<file path="src/rtl/q_meter.sv">
// Ring-down Q meter: counts synchronized oscillator cycles between the upper and
// lower envelope crossings after each new i_ref and holds the result with a ready level.
module q_meter #(
    parameter int BUS_WIDTH     = 10,
    parameter int SETTLE_CYCLES = 64,
    parameter int TIMEOUT       = 65535,
    parameter int SYNC_STAGES   = 2
) (
    input  logic                 clk,
    input  logic                 rst,
    input  logic [BUS_WIDTH-1:0] i_ref,
    input  logic                 osc_in,
    input  logic                 env_hi,
    input  logic                 env_lo,
    output logic [BUS_WIDTH-1:0] q_measured,
    output logic                 ready,
    output logic                 timeout
);
    localparam int WD_W = $clog2(TIMEOUT + 1);
    localparam int SC_W = (SETTLE_CYCLES > 1) ? $clog2(SETTLE_CYCLES) : 1;

    localparam logic [SC_W-1:0]      SETTLE_LAST = SC_W'(SETTLE_CYCLES - 1);
    localparam logic [WD_W-1:0]      WD_LAST     = WD_W'(TIMEOUT - 1);
    localparam logic [BUS_WIDTH-1:0] COUNT_MAX   = '1;

    localparam int IDX_OSC = 0;
    localparam int IDX_HI  = 1;
    localparam int IDX_LO  = 2;

    localparam logic [1:0] ST_SETTLE = 2'd0;
    localparam logic [1:0] ST_ARM    = 2'd1;
    localparam logic [1:0] ST_COUNT  = 2'd2;
    localparam logic [1:0] ST_DONE   = 2'd3;

    logic [2:0] async_in;
    logic [2:0] synced;
    logic [2:0] delayed;

    assign async_in = {env_lo, env_hi, osc_in};

    // One synchronizer chain plus one edge-detect flop per asynchronous input.
    genvar gi;
    generate
        for (gi = 0; gi < 3; gi++) begin : g_sync
            logic [SYNC_STAGES-1:0] chain_reg;
            logic                   dly_reg;

            always_ff @(posedge clk or negedge rst) begin
                if (!rst) begin
                    chain_reg <= '0;
                    dly_reg   <= 1'b0;
                end else begin
                    chain_reg <= (chain_reg << 1) | SYNC_STAGES'(async_in[gi]);
                    dly_reg   <= chain_reg[SYNC_STAGES-1];
                end
            end

            assign synced[gi]  = chain_reg[SYNC_STAGES-1];
            assign delayed[gi] = dly_reg;
        end
    endgenerate

    logic osc_rise;
    logic hi_fall;
    logic lo_fall;

    assign osc_rise = synced[IDX_OSC] & ~delayed[IDX_OSC];
    assign hi_fall  = ~synced[IDX_HI] & delayed[IDX_HI];
    assign lo_fall  = ~synced[IDX_LO] & delayed[IDX_LO];

    logic [BUS_WIDTH-1:0] i_ref_q_reg;
    logic                 chg;

    assign chg = (i_ref != i_ref_q_reg);

    logic [1:0]           state_reg,   state_next;
    logic [SC_W-1:0]      settle_reg,  settle_next;
    logic [WD_W-1:0]      wd_reg,      wd_next;
    logic [BUS_WIDTH-1:0] count_reg,   count_next;
    logic [BUS_WIDTH-1:0] q_reg,       q_next;
    logic                 ready_reg,   ready_next;
    logic                 timeout_reg, timeout_next;

    logic [BUS_WIDTH-1:0] count_inc;

    assign count_inc = (count_reg == COUNT_MAX) ? COUNT_MAX : count_reg + 1'b1;

    always_comb begin
        state_next   = state_reg;
        settle_next  = settle_reg;
        wd_next      = wd_reg;
        count_next   = count_reg;
        q_next       = q_reg;
        ready_next   = ready_reg;
        timeout_next = timeout_reg;

        // A new operating point aborts whatever is in progress; q keeps its last value.
        if (chg) begin
            state_next   = ST_SETTLE;
            settle_next  = '0;
            count_next   = '0;
            ready_next   = 1'b0;
            timeout_next = 1'b0;
        end else begin
            case (state_reg)
                ST_SETTLE: begin
                    if (settle_reg == SETTLE_LAST) begin
                        state_next = ST_ARM;
                        wd_next    = '0;
                    end else begin
                        settle_next = settle_reg + 1'b1;
                    end
                end
                ST_ARM: begin
                    wd_next = wd_reg + 1'b1;
                    if (hi_fall) begin
                        state_next = ST_COUNT;
                        count_next = '0;
                    end else if (wd_reg == WD_LAST) begin
                        // Envelope still high means it never decayed; low means it never rang.
                        state_next   = ST_DONE;
                        ready_next   = 1'b1;
                        timeout_next = 1'b1;
                        q_next       = synced[IDX_HI] ? COUNT_MAX : '0;
                    end
                end
                ST_COUNT: begin
                    wd_next = wd_reg + 1'b1;
                    if (lo_fall) begin
                        state_next = ST_DONE;
                        ready_next = 1'b1;
                        q_next     = osc_rise ? count_inc : count_reg;
                    end else if (wd_reg == WD_LAST) begin
                        state_next   = ST_DONE;
                        ready_next   = 1'b1;
                        timeout_next = 1'b1;
                        q_next       = COUNT_MAX;
                    end else if (osc_rise) begin
                        count_next = count_inc;
                    end
                end
                default: begin
                end
            endcase
        end
    end

    always_ff @(posedge clk or negedge rst) begin
        if (!rst) begin
            i_ref_q_reg <= '0;
            state_reg   <= ST_SETTLE;
            settle_reg  <= '0;
            wd_reg      <= '0;
            count_reg   <= '0;
            q_reg       <= '0;
            ready_reg   <= 1'b0;
            timeout_reg <= 1'b0;
        end else begin
            i_ref_q_reg <= i_ref;
            state_reg   <= state_next;
            settle_reg  <= settle_next;
            wd_reg      <= wd_next;
            count_reg   <= count_next;
            q_reg       <= q_next;
            ready_reg   <= ready_next;
            timeout_reg <= timeout_next;
        end
    end

    assign q_measured = q_reg;
    assign ready      = ready_reg;
    assign timeout    = timeout_reg;

endmodule

</file>
<file path="config.mk">
export PLATFORM = sky130hd
export DESIGN_NAME = q_meter
export DESIGN_NICKNAME = d
export VERILOG_FILES = /design/src/rtl/q_meter.sv
export SDC_FILE = /design/constraint.sdc
export NUM_CORES = 1
export LEC_CHECK = 0
export CORE_AREA = 4 4 90 92
export DETAILED_ROUTE_END_ITERATION = 10
export DIE_AREA = 0 0 94 96
export SETUP_SLACK_MARGIN = 0.1
export SYNTH_ARGS = -nofsm -noshare
export SYNTH_HDL_FRONTEND = slang
export SYNTH_SLANG_ARGS = --single-unit
</file>
<file path="constraint.sdc">
create_clock -name clk -period 4.83 [get_ports clk]
set_input_delay 0.966 -clock clk [delete_from_list [all_inputs] [get_ports clk]]
set_output_delay 0.966 -clock clk [all_outputs]
set_load 0.05 [all_outputs]
</file>
==> impl_metrics.py, run 1 <==
metrics = {
    "worst_setup_path": {
        "crit_path_cell_trace": "clkdlybuf4s50_1 -> xor2_1 -> nor4_1 -> nand3_1 -> buf_4 -> a211oi_2 -> a2bb2oi_1",
        "cpPeakStageDelay_ps": 550,
        "reg2reg_to": "count_reg[4]$_DFFE_PN0P_",
        "start_kind": "primary input",
        "ff2ff_setup_slack_ps": 2400,
        "criticalPathCategory": "in -> reg",
        "crit_slowest_cell": "a211oi_2",
        "r2r_cells": 7,
        "crit_path_end_kind": "register",
        "required_ps": 5020,
        "cp.arrival_ps": 3220,
        "cp_max_fo": 23,
        "r2r_start": "state_reg[0]$_DFFE_PN0P_",
    },
    "worst_hold_path": {
        "hp-class": "reg -> reg",
        "hold_path_end": "g_sync[1].chain_reg[1]$_DFF_PN0_",
        "holdCritStartpoint": "g_sync[1].chain_reg[0]$_DFF_PN0_",
        "hold_depth": 0,
    },
    "place": {
        "placed_area_um2": 3580,
        "preCtsSetupSlack_ps": 1450,
        "gp_congestion": 0.830,
        "dp_hpwl_mm": 4.92,
        "placement.io_buffers": 26,
        "dpl.cell_count": 435,
    },
    "route": {
        "firstDrtPassIters": 4,
        "drtIter0Drc": 171,
        "ant_nets": 0,
        "wl_per_cell_um": 15.6,
        "wl_mm": 7.04,
        "vias": 2516,
        "drc_errors": 0,
        "viasPerCell": 5.59,
    },
    "timing": {
        "period_share_pct": 62.7,
        "holdWs_ps": 347,
        "drv_slew": 0,
        "finalHoldViolations": 0,
        "max_freq_mhz": 330,
        "max_slew_margin_pct": 35.6,
        "finalSetupTns_ps": 0,
        "skew_ps": 8.49,
        "final.min_clock_period_ps": 3030,
        "rsz0062_at_grt": "no",
        "finalSetupViolations": 0,
        "worst_slack_ps": 1800,
        "worst_pin_slew_ps": 966,
    },
    "final_layout": {
        "antenna_cells": 0,
        "fin_area_um2": 3790,
        "final_nets": 371,
        "fin_util_pct": 52.6,
        "syn_to_final_growth_pct": 17.7,
        "largest_reg_flops": 16,
        "layout-drive-gt1-share_pct": 9.12,
        "final_cells": 450,
    },
    "power_and_ir_drop": {
        "ir_drop_v": 0.000170,
        "p_total_mw": 1.08,
        "p_per_area_nw_per_um2": 286,
        "p_leak_nw": 1.57,
    },
    "clocking": {
        "clock_latency_ps": 330,
        "clockBufferDepth": 2,
        "cts.sinks": 65,
        "cts_buffers": 9,
        "cts_hold_buf": 0,
        "cts_max_level": 3,
        "clk_pin_slew_ps": 70,
        "cts_setup_buffers": 0,
        "ctsResizeCount": 0,
        "cts_root_buf": "clkbuf_8",
        "cts_tree": "built",
    },
    "floorplanning": {
        "fp.dieArea_um2": 9020,
        "coreArea_um2": 7210,
        "io_pins": 27,
        "rows": 31,
        "die-height_um": 96,
        "start_util_pct": 44.7,
        "die_w_um": 94,
    },
    "yosys": {
        "synth_cell_types": 46,
        "ys_seq_area_share_pct": 50.4,
        "syn_area_per_cell_um2": 10.2,
        "synth_top_area_share_pct": 50.4,
        "ys_top_cells_by_count": "65 x dfrtp_1, 25 x nor2_1, 21 x nand2_1",
        "synthCells": 317,
        "yosys_warnings": 0,
        "ys_seq_elements": 65,
        "async_flop_share_pct": 100,
        "synth_area_leaders": "dfrtp_1 50%, xor2_1 4.1%, ha_1 3.5%, nor2_1 2.9%, a2bb2oi_1 2.7%",
        "synth-main-ff-cell": "dfrtp_1",
        "yosys.area.top_type": "dfrtp_1",
        "synth_edf_count": 0,
        "yosys.cell_count.top_type": "dfrtp_1",
        "synth_fp_nets": 341,
        "netlist_area_um2": 3220,
    },
    "global_route": {
        "grt_pass1_vias": 2545,
        "grt_max_degree": 45,
        "grt-ovfl-total": 0,
        "grt_antenna_before_repair": 0,
        "grt_first_pass_wirelength_mm": 12.5,
        "grtUsageTotal_pct": 17.7,
    },
    "job": {
        "drv_cap": 0,
    },
    "status": {
        "outcome": "finished clean",
    },
}
worst max-delay path: cells and delay by family:
family	cells	cell delay [ps]
buf+inv	2	680
compound gates	2	710
simple gates	2	690
xor+xnor	1	150
worst max path at each step:
stage,to,startpoint,slack [ps]
after CTS,wd_reg[7]$_DFFE_PN0P_,i_ref[9],1800
after global routing,q_measured[2]$_DFFE_PN0P_,i_ref[9],1670
after detailed placement,wd_reg[10]$_DFFE_PN0P_,i_ref[9],1450
after global placement,wd_reg[7]$_DFFE_PN0P_,i_ref[9],1530
final,q_measured[9]$_DFFE_PN0P_,i_ref[9],1800
after floorplan,q_measured[0]$_DFFE_PN0P_,i_ref[4],2260
cell type report:
type | count | area, µm²
inverter | 9 | 33.8
clock inverter | 2 | 35.0
fill | 702 | 3420
sequential | 65 | 1630
multi-input combinational | 233 | 1520
tap | 99 | 124
timing repair buffer | 29 | 278
clock buffer | 13 | 179
power breakdown:
group	leakage, nW	switching [mW]	internal [mW]	total [mW]
sequential	0.859	0.00394	0.553	0.556
clock	0.112	0.199	0.291	0.490
combinational	0.597	0.0215	0.0163	0.0378
kinds of logic after synthesis:
kind of cell    Yosys count  share of synthesized area, %
fa+ha+maj                 9                          3.49
simple gates            124                          21.0
xor+xnor                 17                          4.62
compound gates           81                          17.3
flops                    65                          50.4
mux                       2                         0.621
buf+inv                  19                          2.44
metal layers:
layer  vias to the layer above  routed length [µm]  global-route usage (%)  part of all wire (%)
met1                      1228                3530                    24.7                    50
li1                       1242                   -                       -                     -
met2                        40                3230                    26.8                    46
met3                         6                 206                    5.00                   2.9
met4                         0                  73                    5.42                   1.0
met5                         -                   0                       0                     0
cell usage in the layout, fill, tap and decap left out, drive strengths merged, types with 7 or more instances in the layout:
cell type and n:
nor2 27, xor2 15, or4 9, nand4 11
clkdlybuf4s50 25, nand2 21, dfrtp 65, and3 7
inv 9, nor4 8, clkbuf 13, nand3 13
o31ai 9, a21oi 17, a2bb2oi 10, o21ai 15
ha 9
No activity file was read; power rests on OpenSTA's default activity.
==> inputs of run 2 (changes only) <==
==> constraint.sdc (replaced) <==
create_clock -name clk -period 2.85 [get_ports clk]
set_input_delay 0.57 -clock clk [delete_from_list [all_inputs] [get_ports clk]]
set_output_delay 0.57 -clock clk [all_outputs]
set_load 0.05 [all_outputs]
==> run 2 against run 1 <==
Global-route usage decreased by 0.64 points. Combinational power increased by 74%. Flip-flop and latch count unchanged. Critical path depth increased by 1. Cell count increased by 2.7%. Sequential power increased by 70%. Critical endpoint is now wd_reg[8]$_DFFE_PN0P_. Largest cell class unchanged. Largest power group unchanged.
==> impl_metrics.py, run 2 (synthesized netlist as in run 1, its figures left out) <==
metrics = {
    "final_layout": {
        "syn_to_final_growth_pct": 19.7,
        "layout-drive-gt1-share_pct": 11.8,
        "layout_commonest_cell": "dfrtp_1",
        "final_cells": 462,
        "final_nets": 382,
        "largest_reg_flops": 16,
        "final_cell_mix": "65 x dfrtp_1, 25 x nor2_1, 25 x clkdlybuf4s50_1, 21 x nand2_1, 17 x a21oi_1",
        "fin_area_um2": 3860,
        "antenna_cells": 0,
    },
    "clocking": {
        "cts_buffers": 9,
        "clockBufferDepth": 2,
        "cts_root_buf": "clkbuf_8",
        "cts.sinks": 65,
        "cts_max_level": 3,
        "cts_setup_buffers": 0,
        "ctsResizeCount": 0,
        "cts_tree": "built",
        "cts_hold_buf": 0,
        "clock_latency_ps": 340,
        "clk_pin_slew_ps": 70,
    },
    "route": {
        "vias": 2518,
        "viasPerCell": 5.45,
        "firstDrtPassIters": 4,
        "ant_nets": 0,
        "wl_per_cell_um": 14.9,
        "drc_errors": 0,
        "wl_mm": 6.88,
        "drtIter0Drc": 123,
    },
    "timing": {
        "finalSetupTns_ps": 0,
        "period_share_pct": 87.9,
        "final.min_clock_period_ps": 2500,
        "finalHoldViolations": 0,
        "holdWs_ps": 229,
        "max_slew_margin_pct": 57.2,
        "rsz0062_at_grt": "no",
        "max_freq_mhz": 399,
        "drv_slew": 0,
        "worst_pin_slew_ps": 640,
        "finalSetupViolations": 0,
        "skew_ps": 6.64,
    },
    "global_route": {
        "grt_antenna_before_repair": 0,
        "grt_max_degree": 39,
        "grt_first_pass_wirelength_mm": 12.0,
        "grt_pass1_vias": 2553,
        "grt-ovfl-total": 0,
        "grtUsageTotal_pct": 17.1,
    },
    "floorplanning": {
        "die-height_um": 96,
        "start_util_pct": 44.7,
        "die_w_um": 94,
        "io_pins": 27,
        "fp.dieArea_um2": 9020,
        "coreArea_um2": 7210,
        "rows": 31,
    },
    "worst_setup_path": {
        "r2r_start": "wd_reg[0]$_DFFE_PN0P_",
        "crit_path_end_kind": "register",
        "cp.arrival_ps": 2770,
        "start_kind": "primary input",
        "ff2ff_setup_slack_ps": 550,
        "criticalPathCategory": "in -> reg",
        "cp-startpoint": "i_ref[4]",
        "cpPeakStageDelay_ps": 470,
        "crit_top_cell": "buf_4",
        "cp_max_fo": 17,
        "required_ps": 3120,
        "crit_slowest_cell": "or4_1",
        "crit_path_cell_trace": "clkdlybuf4s50_1 -> xor2_1 -> nor4_1 -> buf_4 -> nand4b_1 -> buf_4 -> or4_1 -> a21oi_1",
    },
    "power_and_ir_drop": {
        "ir_drop_v": 0.000392,
        "p_total_mw": 1.78,
        "p_leak_nw": 1.61,
        "p_per_area_nw_per_um2": 462,
    },
    "place": {
        "dpl.cell_count": 446,
        "dp_hpwl_mm": 4.95,
        "placement.io_buffers": 26,
        "placed_area_um2": 3660,
        "gp_congestion": 0.870,
    },
    "job": {
        "drv_cap": 0,
    },
    "worst_hold_path": {
        "hp-class": "in -> async",
    },
    "status": {
        "outcome": "finished clean",
    },
}
## run 2: final cells by class
class,instances,area [µm²]
Sequential cell,65,1630
Inverter,9,33.8
Clock buffer,11,141
Fill cell,661,3350
Tap cell,99,124
Timing Repair Buffer,40,360
Clock inverter,5,55.1
Multi-Input combinational cell,233,1520
## run 2: power by group
| part | switching [mW] | total (mW) | internal [mW] |
|---|---|---|---|
| registers | 0.00640 | 0.943 | 0.936 |
| clock network | 0.351 | 0.776 | 0.425 |
| logic | 0.0365 | 0.0659 | 0.0294 |
| total | 0.394 | 1.78 | 1.39 |
## run 2: path summary, 6_finish.rpt
kind | to | cells after the start
min in group clk | g_sync[2].chain_reg[1]$_DFF_PN0_ | 0
hold / removal | wd_reg[5]$_DFFE_PN0P_ | 2
max in group asynchronous | count_reg[2]$_DFFE_PN0P_ | 2
setup reg to reg | count_reg[2]$_DFFE_PN0P_ | 7
hold reg to reg | g_sync[2].chain_reg[1]$_DFF_PN0_ | 0
setup / recovery | wd_reg[8]$_DFFE_PN0P_ | 8
## run 2: routing by layer
| layer | global-route usage (%) | part of all wire (%) | wire length (µm) |
|---|---|---|---|
| met1 | 23.4 | 50 | 3470 |
| met2 | 26.6 | 45 | 3130 |
| met3 | 3.91 | 3.6 | 246 |
| met4 | 6.14 | 0.45 | 31 |
| met5 | 0 | 0 | 0 |
## run 2: critical path, delay by kind of cell
| family | cells | cell delay (ps) |
|---|---|---|
| xor gates and xnor gates | 1 | 150 |
| and+or+nand+nor | 3 | 1020 |
| AOI/OAI and AO/OA | 1 | 150 |
| buffers and inverters | 3 | 880 |
## run 2: metrics by stage
step | util [%] | setup WS, ps
floorplan | - | 680
global placement | 50.8 | 53.4
detailed placement | 50.8 | -53.8
CTS | 53.5 | 312
global route | 53.5 | 210
finish | 53.5 | 346
==> inputs of run 3 (changes only) <==
--- a/config.mk
+++ b/config.mk
@@ -8,6 +8,7 @@
 export CORE_AREA = 4 4 90 92
 export DETAILED_ROUTE_END_ITERATION = 10
 export DIE_AREA = 0 0 94 96
+export PLACE_DENSITY = 0.66
 export SETUP_SLACK_MARGIN = 0.1
 export SYNTH_ARGS = -nofsm -noshare
 export SYNTH_HDL_FRONTEND = slang
==> constraint.sdc (replaced) <==
create_clock -name clk -period 2.3 [get_ports clk]
set_input_delay 0.46 -clock clk [delete_from_list [all_inputs] [get_ports clk]]
set_output_delay 0.46 -clock clk [all_outputs]
set_load 0.05 [all_outputs]
==> run 3 against run 2 <==
Clock power grew 12%. Non-clock buffer count grew 11. Power rose by 19%. Routed wire length is 6.3% higher. First-iteration DRC count shrank 33%. Sequential share of layout area decreased by 1.3 points. Global-route usage grew 0.76 points. Worst setup slack worse by 220 ps. Clock-buffer cell count increased by 2. Critical endpoint is now wd_reg[10]$_DFFE_PN0P_. Sequential power rose by 24%. Design area up 3.3%. Die area unchanged.
==> impl_metrics.py, run 3 (synthesized netlist as in run 1, its figures left out) <==
metrics = {
    "timing": {
        "rsz0062_at_grt": "yes",
        "period_share_pct": 94.5,
        "max_slew_margin_pct": 61.7,
        "finalHoldViolations": 0,
        "holdWs_ps": 80.6,
        "drv_slew": 0,
        "max_freq_mhz": 460,
        "final.min_clock_period_ps": 2170,
        "skew_ps": 9.11,
        "finalSetupViolations": 0,
        "worst_pin_slew_ps": 569,
    },
    "final_layout": {
        "layout_commonest_cell": "dfrtp_1",
        "largest_reg_flops": 16,
        "fin_util_pct": 55.3,
        "syn_to_final_growth_pct": 23.6,
        "antenna_cells": 0,
        "final_nets": 393,
        "final_cell_mix": "64 x dfrtp_1, 24 x nor2_1, 21 x nand2_1, 20 x buf_4, 17 x clkdlybuf4s50_1",
        "layout-drive-gt1-share_pct": 16.3,
        "fin_area_um2": 3990,
    },
    "place": {
        "gp_congestion": 0.848,
        "placement.io_buffers": 26,
        "dp_hpwl_mm": 5.30,
        "placed_area_um2": 3740,
    },
    "worst_setup_path": {
        "cp.arrival_ps": 2440,
        "required_ps": 2570,
        "cp-startpoint": "settle_reg[0]$_DFFE_PN0P_",
        "crit_path_end_kind": "register",
        "crit_slowest_cell": "or4_4",
        "crit_path_cell_trace": "ha_2 -> nand3_1 -> o21a_1 -> nand4b_1 -> buf_4 -> or4_4 -> a21oi_2",
        "r2r_start": "settle_reg[0]$_DFFE_PN0P_",
        "start_kind": "register",
        "criticalPathCategory": "reg -> reg",
        "cp_max_fo": 6,
        "cpPeakStageDelay_ps": 470,
    },
    "floorplanning": {
        "fp.dieArea_um2": 9020,
        "io_pins": 27,
        "start_util_pct": 44.7,
        "coreArea_um2": 7210,
        "die_w_um": 94,
        "rows": 31,
        "die-height_um": 96,
    },
    "global_route": {
        "grt-ovfl-total": 0,
        "grt_antenna_before_repair": 0,
        "grt_first_pass_wirelength_mm": 12.6,
        "grt.busiest_layer": "met2",
        "grtUsageTotal_pct": 17.8,
        "grt_pass1_vias": 2630,
        "met2_usage_pct": 28.4,
        "grt_use_met3_pct": 4.38,
        "grtUsageMet1_pct": 23.6,
        "grt_max_degree": 31,
    },
    "clocking": {
        "clockBufferDepth": 2,
        "cts_root_buf": "clkbuf_8",
        "cts_hold_buf": 0,
        "clk_pin_slew_ps": 70,
        "cts_tree": "built",
        "clock_latency_ps": 340,
        "cts_max_level": 3,
        "cts.sinks": 65,
        "cts_buffers": 9,
    },
    "route": {
        "firstDrtPassIters": 5,
        "drc_errors": 0,
        "wl_mm": 7.31,
        "drtIter0Drc": 83,
        "vias": 2621,
        "viasPerCell": 5.54,
        "ant_nets": 0,
        "wl_per_cell_um": 15.5,
    },
    "status": {
        "outcome": "finished clean",
    },
    "job": {
        "drv_cap": 0,
    },
    "worst_hold_path": {
        "hp-class": "in -> async",
    },
    "power_and_ir_drop": {
        "ir_drop_v": 0.000355,
        "p_leak_nw": 1.69,
        "p_per_area_nw_per_um2": 532,
    },
}
## run 3: layout make-up
type	instances	area [µm²]
inverter	9	33.8
timing repair buffer	51	470
fill	671	3230
tap	99	124
clock inverter	3	15.0
multi-input combinational	233	1560
sequential	65	1630
clock buffer	13	159
## run 3: worst max-delay path, delay by kind of cell (launching register included)
kind	cells	cell delay [ps]
compound gates	2	360
flops	1	390
fa+ha+maj	1	210
simple gates	3	890
buf+inv	1	240
## run 3: repair_timing
item                                    CTS  global route
endpoints found under the hold margin     0             0
resized for setup                        10            13
endpoints found under the setup margin   14            30
buffers inserted                          2             1
gates cloned                              0             1
pin swaps                                 3            10
## run 3: path summary, 6_finish.rpt
path                                                          to  slack (ps)  cells past startpoint
max in group asynchronous               count_reg[1]$_DFFE_PN0P_        1610                      2
worst max register to register            wd_reg[10]$_DFFE_PN0P_         130                      7
worst min register to register  g_sync[1].chain_reg[1]$_DFF_PN0_         350                      0
worst min-delay path                       wd_reg[4]$_DFFE_PN0P_          80                      1
min in group clk                        i_ref_q_reg[9]$_DFF_PN0_         280                      1
worst max-delay path                      wd_reg[10]$_DFFE_PN0P_         130                      7
## run 3: power breakdown
group          internal, mW  switching, mW
Combinational        0.0355         0.0463
Sequential             1.16        0.00845
Clock                 0.446          0.426
Total                  1.64          0.481
## run 3: stage by stage
step	worst slack, ps	cells	power [mW]	TNS [ps]
floorplan	240	317	1.21	0
global placement	-286	453	1.28	-7080
detailed placement	-338	453	1.28	-8150
CTS	134	471	2.15	0
global route	15.6	473	2.22	0
finish	126	473	2.12	0
## run 3: metal layers
| metal | up-vias | part of all wire, % |
|---|---|---|
| li1 | 1282 | - |
| met1 | 1286 | 47 |
| met2 | 44 | 48 |
| met3 | 9 | 3.2 |
| met4 | 0 | 1.5 |
| met5 | - | 0 |
